### config.mk
export PLATFORM = sky130hd
export DESIGN_NAME = pulse_timer
export DESIGN_NICKNAME = d
export VERILOG_FILES = /design/src/rtl/pulse_timer_pkg.sv /design/src/rtl/pulse_timer_reload_down_counter.sv /design/src/rtl/pulse_timer.sv
export SDC_FILE = /design/constraint.sdc
export NUM_CORES = 1
export LEC_CHECK = 0
export BUFFER_PORTS_ARGS = -buffer_cell sky130_fd_sc_hd__buf_4
export CAP_MARGIN = 20
export CORE_MARGIN = 2
export CORE_UTILIZATION = 25
export CTS_BUF_LIST = sky130_fd_sc_hd__clkbuf_8 sky130_fd_sc_hd__clkbuf_16
export DETAILED_ROUTE_END_ITERATION = 10
export GPL_ROUTABILITY_DRIVEN = 0
export MAX_ROUTING_LAYER = met4
export PLACE_DENSITY = 0.4
export SYNTH_ARGS = -nofsm -noshare
export SYNTH_HDL_FRONTEND = slang
export SYNTH_HIERARCHICAL = 1
export SYNTH_SLANG_ARGS = --single-unit
### constraint.sdc
create_clock -name clk -period 3.14 [get_ports clk]
set_input_delay 0.157 -clock clk [delete_from_list [all_inputs] [get_ports clk]]
set_output_delay 0.157 -clock clk [all_outputs]
set_load 0.1 [all_outputs]
### src/rtl/pulse_timer_pkg.sv
`default_nettype none
// ============================================================================
//  Module      : pulse_timer_pkg
//  Description : Shared state encoding for the pulse timer FSM.
//  Revision    : 1.0 - initial release
// ============================================================================
package pulse_timer_pkg;

   // Two-state controller: waiting for start, or counting out pulses.
   typedef enum logic [0:0] {
      PT_IDLE = 1'b0,
      PT_RUN  = 1'b1
   } pt_state_t;

endpackage : pulse_timer_pkg
`default_nettype wire

### src/rtl/pulse_timer_reload_down_counter.sv
`default_nettype none
// ============================================================================
//  Module      : reload_down_counter
//  Description : Down-counter that reloads on an explicit load, or when it
//                is enabled while already at zero (the reload replaces the
//                decrement, so the count never wraps below zero).
//  Revision    : 1.0 - initial release
// ============================================================================
module reload_down_counter #(
   parameter int WIDTH = 16
) (
   input  logic             clk,
   input  logic             rst_n,
   input  logic             load,
   input  logic [WIDTH-1:0] load_val,
   input  logic             en,
   output logic             zero,
   output logic [WIDTH-1:0] value
);

   logic [WIDTH-1:0] r_value;

   // Load / reload-at-zero takes priority over the decrement.
   always_ff @(posedge clk or negedge rst_n) begin
      if (!rst_n) begin
         r_value <= '0;
      end else if (load || (en && (r_value == '0))) begin
         r_value <= load_val;
      end else if (en) begin
         r_value <= r_value - WIDTH'(1);
      end
   end

   assign zero  = (r_value == '0);
   assign value = r_value;

endmodule : reload_down_counter
`default_nettype wire

### src/rtl/pulse_timer.sv
`default_nettype none
// ============================================================================
//  Module      : pulse_timer
//  Description : Programmable pulse generator. Emits one-cycle strobes every
//                `period` cycles, continuously (burst==0) or for a finite
//                burst, flagging the final pulse with `done`.
//  Revision    : 1.0 - initial release
// ============================================================================
module pulse_timer
   import pulse_timer_pkg::*;
#(
   parameter int WIDTH   = 16,
   parameter int BURST_W = 4
) (
   input  logic               clk,
   input  logic               rst_n,
   input  logic               start,
   input  logic               stop,
   input  logic [WIDTH-1:0]   period,
   input  logic [BURST_W-1:0] burst,
   output logic               pulse,
   output logic               busy,
   output logic               done,
   output logic               err,
   output logic [WIDTH-1:0]   remaining
);

   pt_state_t          r_state;
   logic               r_pulse;
   logic               r_busy;
   logic               r_done;
   logic               r_err;
   logic [WIDTH-1:0]   r_period_q;
   logic [BURST_W-1:0] r_burst_q;
   logic [BURST_W-1:0] r_left;

   logic               w_load;
   logic               w_en;
   logic               w_zero;
   logic [WIDTH-1:0]   w_load_val;
   logic [WIDTH-1:0]   w_cnt;

   // A start only loads the counter when it is legal and not overridden by
   // stop; the counter only runs on edges that are not restart/abort edges.
   assign w_load     = start && !stop && (period != '0);
   assign w_en       = (r_state == PT_RUN) && !start && !stop;
   assign w_load_val = w_load ? (period - WIDTH'(1)) : (r_period_q - WIDTH'(1));

   reload_down_counter #(
      .WIDTH (WIDTH)
   ) u_cnt (
      .clk      (clk),
      .rst_n    (rst_n),
      .load     (w_load),
      .load_val (w_load_val),
      .en       (w_en),
      .zero     (w_zero),
      .value    (w_cnt)
   );

   // Controller: stop beats start, start beats the running count; strobes
   // default low so each one lasts exactly one cycle.
   always_ff @(posedge clk or negedge rst_n) begin
      if (!rst_n) begin
         r_state    <= PT_IDLE;
         r_pulse    <= 1'b0;
         r_busy     <= 1'b0;
         r_done     <= 1'b0;
         r_err      <= 1'b0;
         r_period_q <= '0;
         r_burst_q  <= '0;
         r_left     <= '0;
      end else begin
         r_pulse <= 1'b0;
         r_done  <= 1'b0;
         r_err   <= 1'b0;
         if (stop) begin
            r_state <= PT_IDLE;
            r_busy  <= 1'b0;
         end else if (start) begin
            if (period == '0) begin
               r_err   <= 1'b1;
               r_state <= PT_IDLE;
               r_busy  <= 1'b0;
            end else begin
               r_state    <= PT_RUN;
               r_busy     <= 1'b1;
               r_period_q <= period;
               r_burst_q  <= burst;
               r_left     <= burst;
            end
         end else if ((r_state == PT_RUN) && w_zero) begin
            r_pulse <= 1'b1;
            if (r_burst_q != '0) begin
               r_left <= r_left - BURST_W'(1);
               if (r_left == BURST_W'(1)) begin
                  r_done  <= 1'b1;
                  r_busy  <= 1'b0;
                  r_state <= PT_IDLE;
               end
            end
         end
      end
   end

   assign pulse     = r_pulse;
   assign busy      = r_busy;
   assign done      = r_done;
   assign err       = r_err;
   assign remaining = (r_state == PT_RUN) ? w_cnt : '0;

endmodule : pulse_timer
`default_nettype wire
==> metrics.md, run 1 <==
| Metric | Value |
|---|---|
| PD cells | `563.4 mW/mm^2` |
| Synth Warn # | `6` |
| Pleak | `0.001577 uW` |
| Ant. Diodes | `0` |
| HPWL Detailed | `6424 microns` |
| Status | `finished, final reports clean` |
| CTS Buffer Depth | `2` |
| Netlist cell types | `59` |
| Crit path arrival time | `2.96 ns` |
| # DRC | `0` |
| Share of layout cells above drive strength 1 | `0.2085` |
| Gate power share | `0.308` |
| Die W | `111.9 microns` |
| Ys flop type | `dfrtp_1` |
| Non-filler cells, final | `541` |
| H-tree Lvls | `2` |
| First drt pass iteration count | `4` |
| Synth Net Count | `372` |
| Vias per cell | `4.919` |
| Final WS setup | `0.3764 ns` |
| Sequential fraction of the synthesis area | `0.3785` |
| Final hold slack | `0.07341 ns` |
| Setup crit end kind | `flop` |
| Most common cell after layout, fill and taps aside | `buf_4` |
| Crit-path slowest cell | `or4_1` |
| Critical path cell sequence | `or4_1 -> or4_4 -> a221oi_4 -> nand2_1 -> xnor2_1 -> o21ai_0 -> a211oi_1` |
| P_sw | `769.2 uW` |
| Final Hold Vio Count | `0` |
| Worst r2r path cells | `7` |
| Fin. max-slew vios | `0` |
| Setup violations, final | `0` |
| Cell Int Power | `1284 uW` |
| 1st-iter DRT viols | `145` |
| Largest stage delay on the critical path | `0.60 ns` |
| Port Buffers | `43` |
| Post-route ant nets | `0` |
| Initial Utilization | `0.2559` |
| Most frequent cells in the layout | `buf_4 (57), nand2_1 (56), dfrtp_1 (44), nor2_1 (24), a21oi_1 (22)` |
| Post-synth ARST share | `1.000` |
| Post-CTS Setup Bufs | `0` |
| Max Clock Freq | `361.9 MHz` |
| Slew HR | `0.4599` |
| DR WL/cell | `15.70 microns` |
| Vias in the first global route | `2,647` |
| I/O pin cnt | `44` |
| Dpl cells | `532` |
| Setup TNS | `0 ns` |
| Type of origin of the critical path | `flop` |
| CP max FO | `4` |
| DR vias | `2,661` |
| Worst EP required | `3.34 ns` |
| GRT overflow | `0` |
| Clk sinks | `44` |
| Layout overhead on the synthesized area | `25.29%` |
| Number of buffers created by CTS | `5` |
| First-pass GRT wire length | `14,330 microns` |
| WS Path Type | `flop to flop` |
| Post-place setup slack | `0.1439 ns` |
| Core area | `0.01137 sq mm` |
| Switch share | `0.3746` |
| Routed WL | `8495 microns` |
| Syn_area_per_cell | `8.457 sq um` |
| Min Clock Period, post-route | `2.764 ns` |
| Initial antenna violation count | `0` |
| Max-cap violations | `0` |
| Register share of total power | `0.378` |
| Worst-skew pair later-pin latency | `0.29 ns` |
| Post-Syn Instances | `344` |
| Worst Clk Skew | `0.008855 ns` |
| Nets | `425` |
| Fin crit share | `0.8801` |
| Root Driver | `clkbuf_16` |
| Clock transition at the registers of the reported paths | `0.07 ns` |
| Row count | `39` |
| Clock Power Share | `0.314` |
| RSZ-0062 raised after global routing | `no` |
| Yosys reg bits | `44` |
| Die area | `0.01251 sq mm` |
| Worst hold stages | `3` |
| TritonCTS clock tree | `yes` |
| GRT Total Usage | `0.1479` |
| Worst Max-Slew Pin Slew | `0.7996 ns` |
| Min-Delay Path Class | `primary input to flop` |
| # fillers | `1,213` |
| Post-synth EDFFs | `0` |
| Largest net degree at the start of global routing | `45` |
| IR drop worst, VDD | `0.2411 mV` |
| Die height | `111.9 microns` |
| Syn Std Cell Area | `0.002909 sq mm` |
[power groups by stage]
stage	Sequential (uW)	Clock [uW]	Combinational [uW]
after detailed placement	785	0	636
after CTS	774	664	639
after floorplan	753	0	462
final	776	644	633
after global placement	787	0	637
after global routing	795	691	695
[worst paths after layout]
path	start	endpoint	slack (ns)
worst min register to register	r_burst_q[3]$_DFFE_PN0P_	r_burst_q[3]$_DFFE_PN0P_	0.48
worst min-delay path	burst[0]	r_burst_q[0]$_DFFE_PN0P_	0.07
max in group asynchronous	rst_n	r_period_q[7]$_DFFE_PN0P_	2.32
worst max-delay path	r_period_q[6]$_DFFE_PN0P_	u_cnt/value[13]$_DFFE_PN0P_	0.38
min in group asynchronous	rst_n	r_left[0]$_DFFE_PN0P_	0.43
worst max register to register	r_period_q[6]$_DFFE_PN0P_	u_cnt/value[13]$_DFFE_PN0P_	0.38
[sequential cells by signal, summed over array words and instances (netlist names)]
name / flops
u_cnt/value: 16
done: 1
busy: 1
pulse: 1
r_period_q: 16
err: 1
r_left: 4
r_burst_q: 4
[kinds of logic after synthesis]
group                      Yosys count  synth area share
AOI/OAI and AO/OA                   69            0.1682
xor gates and xnor gates            17           0.05118
adders and majority gates            4           0.01720
buffers and inverters               34           0.05032
DFF                                 44            0.3785
muxes                                8           0.02796
and+or+nand+nor                    168            0.3067
[worst max-delay path: cells and delay by family (launching register included)]
kind | cells | cell delay [ns]
AOI/OAI and AO/OA | 3 | 0.73
xor gates and xnor gates | 1 | 0.35
DFF | 1 | 0.40
and+or+nand+nor | 3 | 1.20
[synthesized netlist by cell type, drive strengths merged, types with 2 or more instances]
master	instances	share of area
xor2	6	0.018
nor3	22	0.043
nor2b	2	0.0043
xnor2	11	0.033
mux2i	7	0.024
a211oi	2	0.0052
or3	6	0.013
o41ai	5	0.015
a31oi	2	0.0043
nand4	6	0.013
nand2b	3	0.0065
o211ai	3	0.0077
o221ai	2	0.0060
nor4b	4	0.012
and2	19	0.041
or4	10	0.027
o32ai	3	0.0090
inv	22	0.028
ha	4	0.017
clkbuf	7	0.0090
o21ai	15	0.030
a21oi	22	0.038
nor2	25	0.033
buf	5	0.013
a221oi	4	0.020
dfrtp	44	0.38
nor4	5	0.018
nand2	56	0.072
nand3	5	0.010
[area by class of cell]
cell class              count  area, sq um  area share
clock buffers               7        152.6     0.04188
clock inverters             1        30.03    0.008239
inverters                  22        82.58     0.02266
multi-input cells         266         1662      0.4559
flip-flops and latches     44         1101      0.3021
well taps                 143        178.9     0.04909
repair buffers             58        437.9      0.1202
[per-stage QoR]
stage | instance area [sq um] | util | power, uW
6_report | 3645 | 0.3206 | 2054
5_1_grt | 3645 | 0.3206 | 2181
4_1_cts | 3645 | 0.3206 | 2077
3_5_place_dp | 3452 | 0.3036 | 1421
3_3_place_gp | 3452 | 0.3036 | 1424
2_1_floorplan | 2909 | - | 1215
[what timing repair did]
action,4_1_cts,5_1_grt
hold endpoints to repair,44,0
resized for setup,0,0
hold buffers,1,0
[routing by layer]
layer | wire length, microns | up-vias | global-route usage
met5 | 0 | - | -
met4 | 91 | 0 | 0.03457
met3 | 256 | 5 | 0.02341
met2 | 3825 | 52 | 0.2198
met1 | 4322 | 1263 | 0.2117
li1 | - | 1341 | -
Note: power is estimated with default switching activity, not from simulation.
==> run 2, diff against run 1 <==
--- a/config.mk
+++ b/config.mk
@@ -13,8 +13,7 @@
 export DETAILED_ROUTE_END_ITERATION = 10
 export GPL_ROUTABILITY_DRIVEN = 0
 export MAX_ROUTING_LAYER = met4
-export PLACE_DENSITY = 0.4
+export PLACE_DENSITY = 0.45
 export SYNTH_ARGS = -nofsm -noshare
 export SYNTH_HDL_FRONTEND = slang
-export SYNTH_HIERARCHICAL = 1
 export SYNTH_SLANG_ARGS = --single-unit
==> run 2 against run 1 <==
Compared with the run above:
- cell area decreased by 3.1%
- final cell count shrank 7.6%
- clock power is 26% lower
- via count down 9.2%
- fmax decreased by 3.1%
- sequential power grew 2.6%
- utilization rose by 0.38 points
- global-route usage is 0.96 points higher
==> metrics.md, run 2 <==
| Metric | Value |
|---|---|
| Status | `finished, final reports clean` |
| Max-cap violations | `0 (unchanged)` |
| Synth Net Count | `330 (-11%)` |
| 1st-iter DRT viols | `107 (-26%)` |
| Worst EP required | `3.34 ns (about the same)` |
| Crit-path leading delay family | `compound AO/OA/AOI/OAI gates` |
| Vias in the first global route | `2,496 (-5.7%)` |
| Largest net degree at the start of global routing | `45 (unchanged)` |
| Worst R2R Start | `u_cnt.value[4]$_DFFE_PN0P_` |
| Min Clock Period, post-route | `2.852 ns (+0.08835 ns)` |
| Worst Clk Skew | `0.01004 ns (+0.001187 ns)` |
| H-tree Lvls | `2 (unchanged)` |
| Fin crit share | `0.9083 (+0.02814)` |
| DR vias | `2,417 (-9.2%)` |
| I/O pin cnt | `44 (unchanged)` |
| Share of layout cells above drive strength 1 | `0.2833 (+0.07479)` |
| GRT overflow | `0 (unchanged)` |
| Commonest cells post-synth | `nand2_1 (59), dfrtp_1 (44), nor2_1 (32), and2_1 (17), a21oi_1 (12)` |
| IR drop worst, VDD | `0.2583 mV (+7.1%)` |
| Clk sinks | `44 (unchanged)` |
| PD cells | `570.4 mW/mm^2 (+1.2%)` |
| Port Buffers | `43 (unchanged)` |
| Core area | `0.01089 sq mm (-4.2%)` |
| RR Endpoint | `u_cnt.value[12]$_DFFE_PN0P_` |
| Die height | `110.0 microns (-1.7%)` |
| Min-Delay Path Class | `primary input to flop` |
| Ys flop type | `dfrtp_1` |
| Fin. max-slew vios | `0 (unchanged)` |
| Multi-input logic area | `0.001628 sq mm (-2.0%)` |
| WHS Endpoint | `r_burst_q[0]$_DFFE_PN0P_` |
| Register area | `0.001102 sq mm (+0.11%)` |
| Die W | `110.0 microns (-1.7%)` |
| Row count | `38 (-2.6%)` |
| Switch share | `0.4107 (+0.03609)` |
| Yosys reg bits | `44 (unchanged)` |
| Setup TNS | `0 ns (unchanged)` |
| Post-synth top area share | `0.3922 (+0.01366)` |
| Worst setup startpoint | `u_cnt.value[4]$_DFFE_PN0P_` |
| Root Driver | `clkbuf_8` |
| Post-route ant nets | `0 (unchanged)` |
| Largest stage delay on the critical path | `0.48 ns (-0.12 ns)` |
| CP max FO | `4 (unchanged)` |
| Netlist cell types | `64 (+8.5%)` |
| Worst Max-Slew Pin Slew | `0.7359 ns (-0.06376 ns)` |
| # fillers | `1,136 (-6.3%)` |
| Die area | `0.01209 sq mm (-3.4%)` |
| WS Path Type | `flop to flop` |
| Critical path cell sequence | `nor4_4 -> nand4_1 -> o22ai_4 -> mux2i_1 -> ha_1 -> inv_1 -> a2111oi_4 -> o2111ai_2 -> mux2_1 -> o21a_1` |
| Syn_area_per_cell | `9.266 sq um (+9.6%)` |
| Most frequent cells in the layout | `buf_4 (63), nand2_1 (59), dfrtp_1 (43), nor2_1 (32), and2_1 (17)` |
| First drt pass iteration count | `4 (unchanged)` |
| WP buf/inv | `1 (+1)` |
| Design area | `0.003532 sq mm (-3.1%)` |
| RSZ-0062 raised after global routing | `no` |
| Crit-path slowest cell | `dfrtp_1` |
| Final hold slack | `0.04411 ns (-0.02930 ns)` |
| Number of buffers created by CTS | `5 (unchanged)` |
| Hold Crit Start | `burst[0]` |
| Cell Int Power | `1187 uW (-7.6%)` |
| # DRC | `0 (unchanged)` |
| HPWL Detailed | `6506 microns (+1.3%)` |
| DR WL/cell | `16.92 microns (+7.7%)` |
| GRT Total Usage | `0.1575 (+0.009624)` |
| Layout overhead on the synthesized area | `25.80%` |
| Post-synth EDFFs | `0 (unchanged)` |
| Type of origin of the critical path | `flop` |
| Most numerous cell in the Yosys netlist | `nand2_1` |
| Clock Power Share | `0.238 (-0.076)` |
| P_sw | `827.4 uW (+7.6%)` |
| Pleak | `0.001531 uW (-2.9%)` |
| Setup violations, final | `0 (unchanged)` |
| Post-Syn Instances | `303 (-12%)` |
| Slew HR | `0.5094 (+0.04948)` |
| Reg2reg setup slack | `0.29 ns (-0.09 ns)` |
| Routed WL | `8459 microns (-0.42%)` |
| Crit path arrival time | `3.06 ns (+0.10 ns)` |
| Vias per cell | `4.834 (-1.7%)` |
| Placed Area | `0.003358 sq mm (-2.7%)` |
| Synth area leaders | `dfrtp_1 (39%), nand2_1 (7.9%), nor2_1 (4.3%)` |
| Sequential fraction of the synthesis area | `0.3922 (+0.01366)` |
| Setup crit end kind | `flop` |
| Most common cell after layout, fill and taps aside | `buf_4` |
| First-pass GRT wire length | `13,900 microns (-3.0%)` |
| Ant. Diodes | `0 (unchanged)` |
| Leading area contributor after synthesis | `dfrtp_1` |
| Register share of total power | `0.395 (+0.017)` |
| Initial antenna violation count | `0 (unchanged)` |
| Worst r2r path cells | `10 (+3)` |
| Worst-skew pair later-pin latency | `0.31 ns (+0.02 ns)` |
| CTS Buffer Depth | `2 (unchanged)` |
| Syn Std Cell Area | `0.002808 sq mm (-3.5%)` |
| Final Hold Vio Count | `0 (unchanged)` |
| Clock transition at the registers of the reported paths | `0.10 ns (+0.03 ns)` |
| Synth Warn # | `0 (-6)` |
| Max Clock Freq | `350.6 MHz (-3.1%)` |
| Post-synth ARST share | `1.000 (unchanged)` |
| Nets | `386 (-9.2%)` |
| Initial Utilization | `0.2579 (+0.002012)` |
| Worst hold stages | `3 (unchanged)` |
| Gate power share | `0.367 (+0.059)` |
| TritonCTS clock tree | `yes` |
## run 2: logic make-up after synthesis
group                    synth area share
AND/OR/NAND/NOR                    0.3164
AO/OA/AOI/OAI                      0.1814
flip-flops                         0.3922
buffers and inverters             0.04055
multiplexers                      0.03431
XOR/XNOR                          0.02184
adder cells (fa/ha/maj)           0.01337
## run 2: timing repair
action / in CTS / in global routing
hold endpoints to repair: 44 / 0
hold buffers: 1 / 0
gates resized for setup: 0 / 4
buffers inserted: 0 / 1
endpoints found under the setup margin: 0 / 6
## run 2: how the worst max path moves through the flow
stage | to | slack (ns) | cells past startpoint
after CTS | u_cnt.value[12]$_DFFE_PN0P_ | 0.001 | 10
after detailed placement | u_cnt.value[12]$_DFFE_PN0P_ | 0.03 | 10
after global placement | u_cnt.value[12]$_DFFE_PN0P_ | 0.02 | 10
after global routing | u_cnt.value[12]$_DFFE_PN0P_ | 0.1 | 10
final | u_cnt.value[12]$_DFFE_PN0P_ | 0.29 | 10
after floorplan | u_cnt.value[12]$_DFFE_PN0P_ | 0.27 | 15
## run 2: area by class of cell
type | instances | share of cell area
multi-input cells | 238 | 0.4609
flip-flops and latches | 44 | 0.3121
repair buffers | 64 | 0.1367
well taps | 140 | 0.04959
clock buffers | 6 | 0.02338
clock inverters | 2 | 0.01098
inverters | 6 | 0.006376
## run 2: metrics by stage
step	instances	setup WS, ns	util	power [uW]
2_1_floorplan	303	0.2724	-	1285
3_3_place_gp	490	0.01529	0.3084	1524
3_5_place_dp	490	0.02787	0.3084	1525
4_1_cts	499	0.001083	0.3205	2016
5_1_grt	500	0.09597	0.3244	2141
6_report	500	0.2881	0.3244	2015
## run 2: metal layers
metal	vias to the layer above	wire (microns)	GRT usage
met5	-	0	-
met4	0	186	0.05696
met3	15	419	0.02881
met2	55	4019	0.2432
met1	1166	3834	0.2066
li1	1181	-	-
## run 2: power by group through the flow
stage | Sequential (uW) | Clock, uW | Combinational [uW]
5_1_grt | 813 | 518 | 811
6_report | 796 | 479 | 739
3_5_place_dp | 790 | 0 | 735
4_1_cts | 779 | 499 | 739
2_1_floorplan | 756 | 0 | 529
3_3_place_gp | 792 | 0 | 732
## run 2: worst min-delay path: cells and delay by family
| family | cells | cell delay, ns |
|---|---|---|
| and+or+nand+nor | 2 | 0.08 |
| buffers and inverters | 1 | 0.09 |
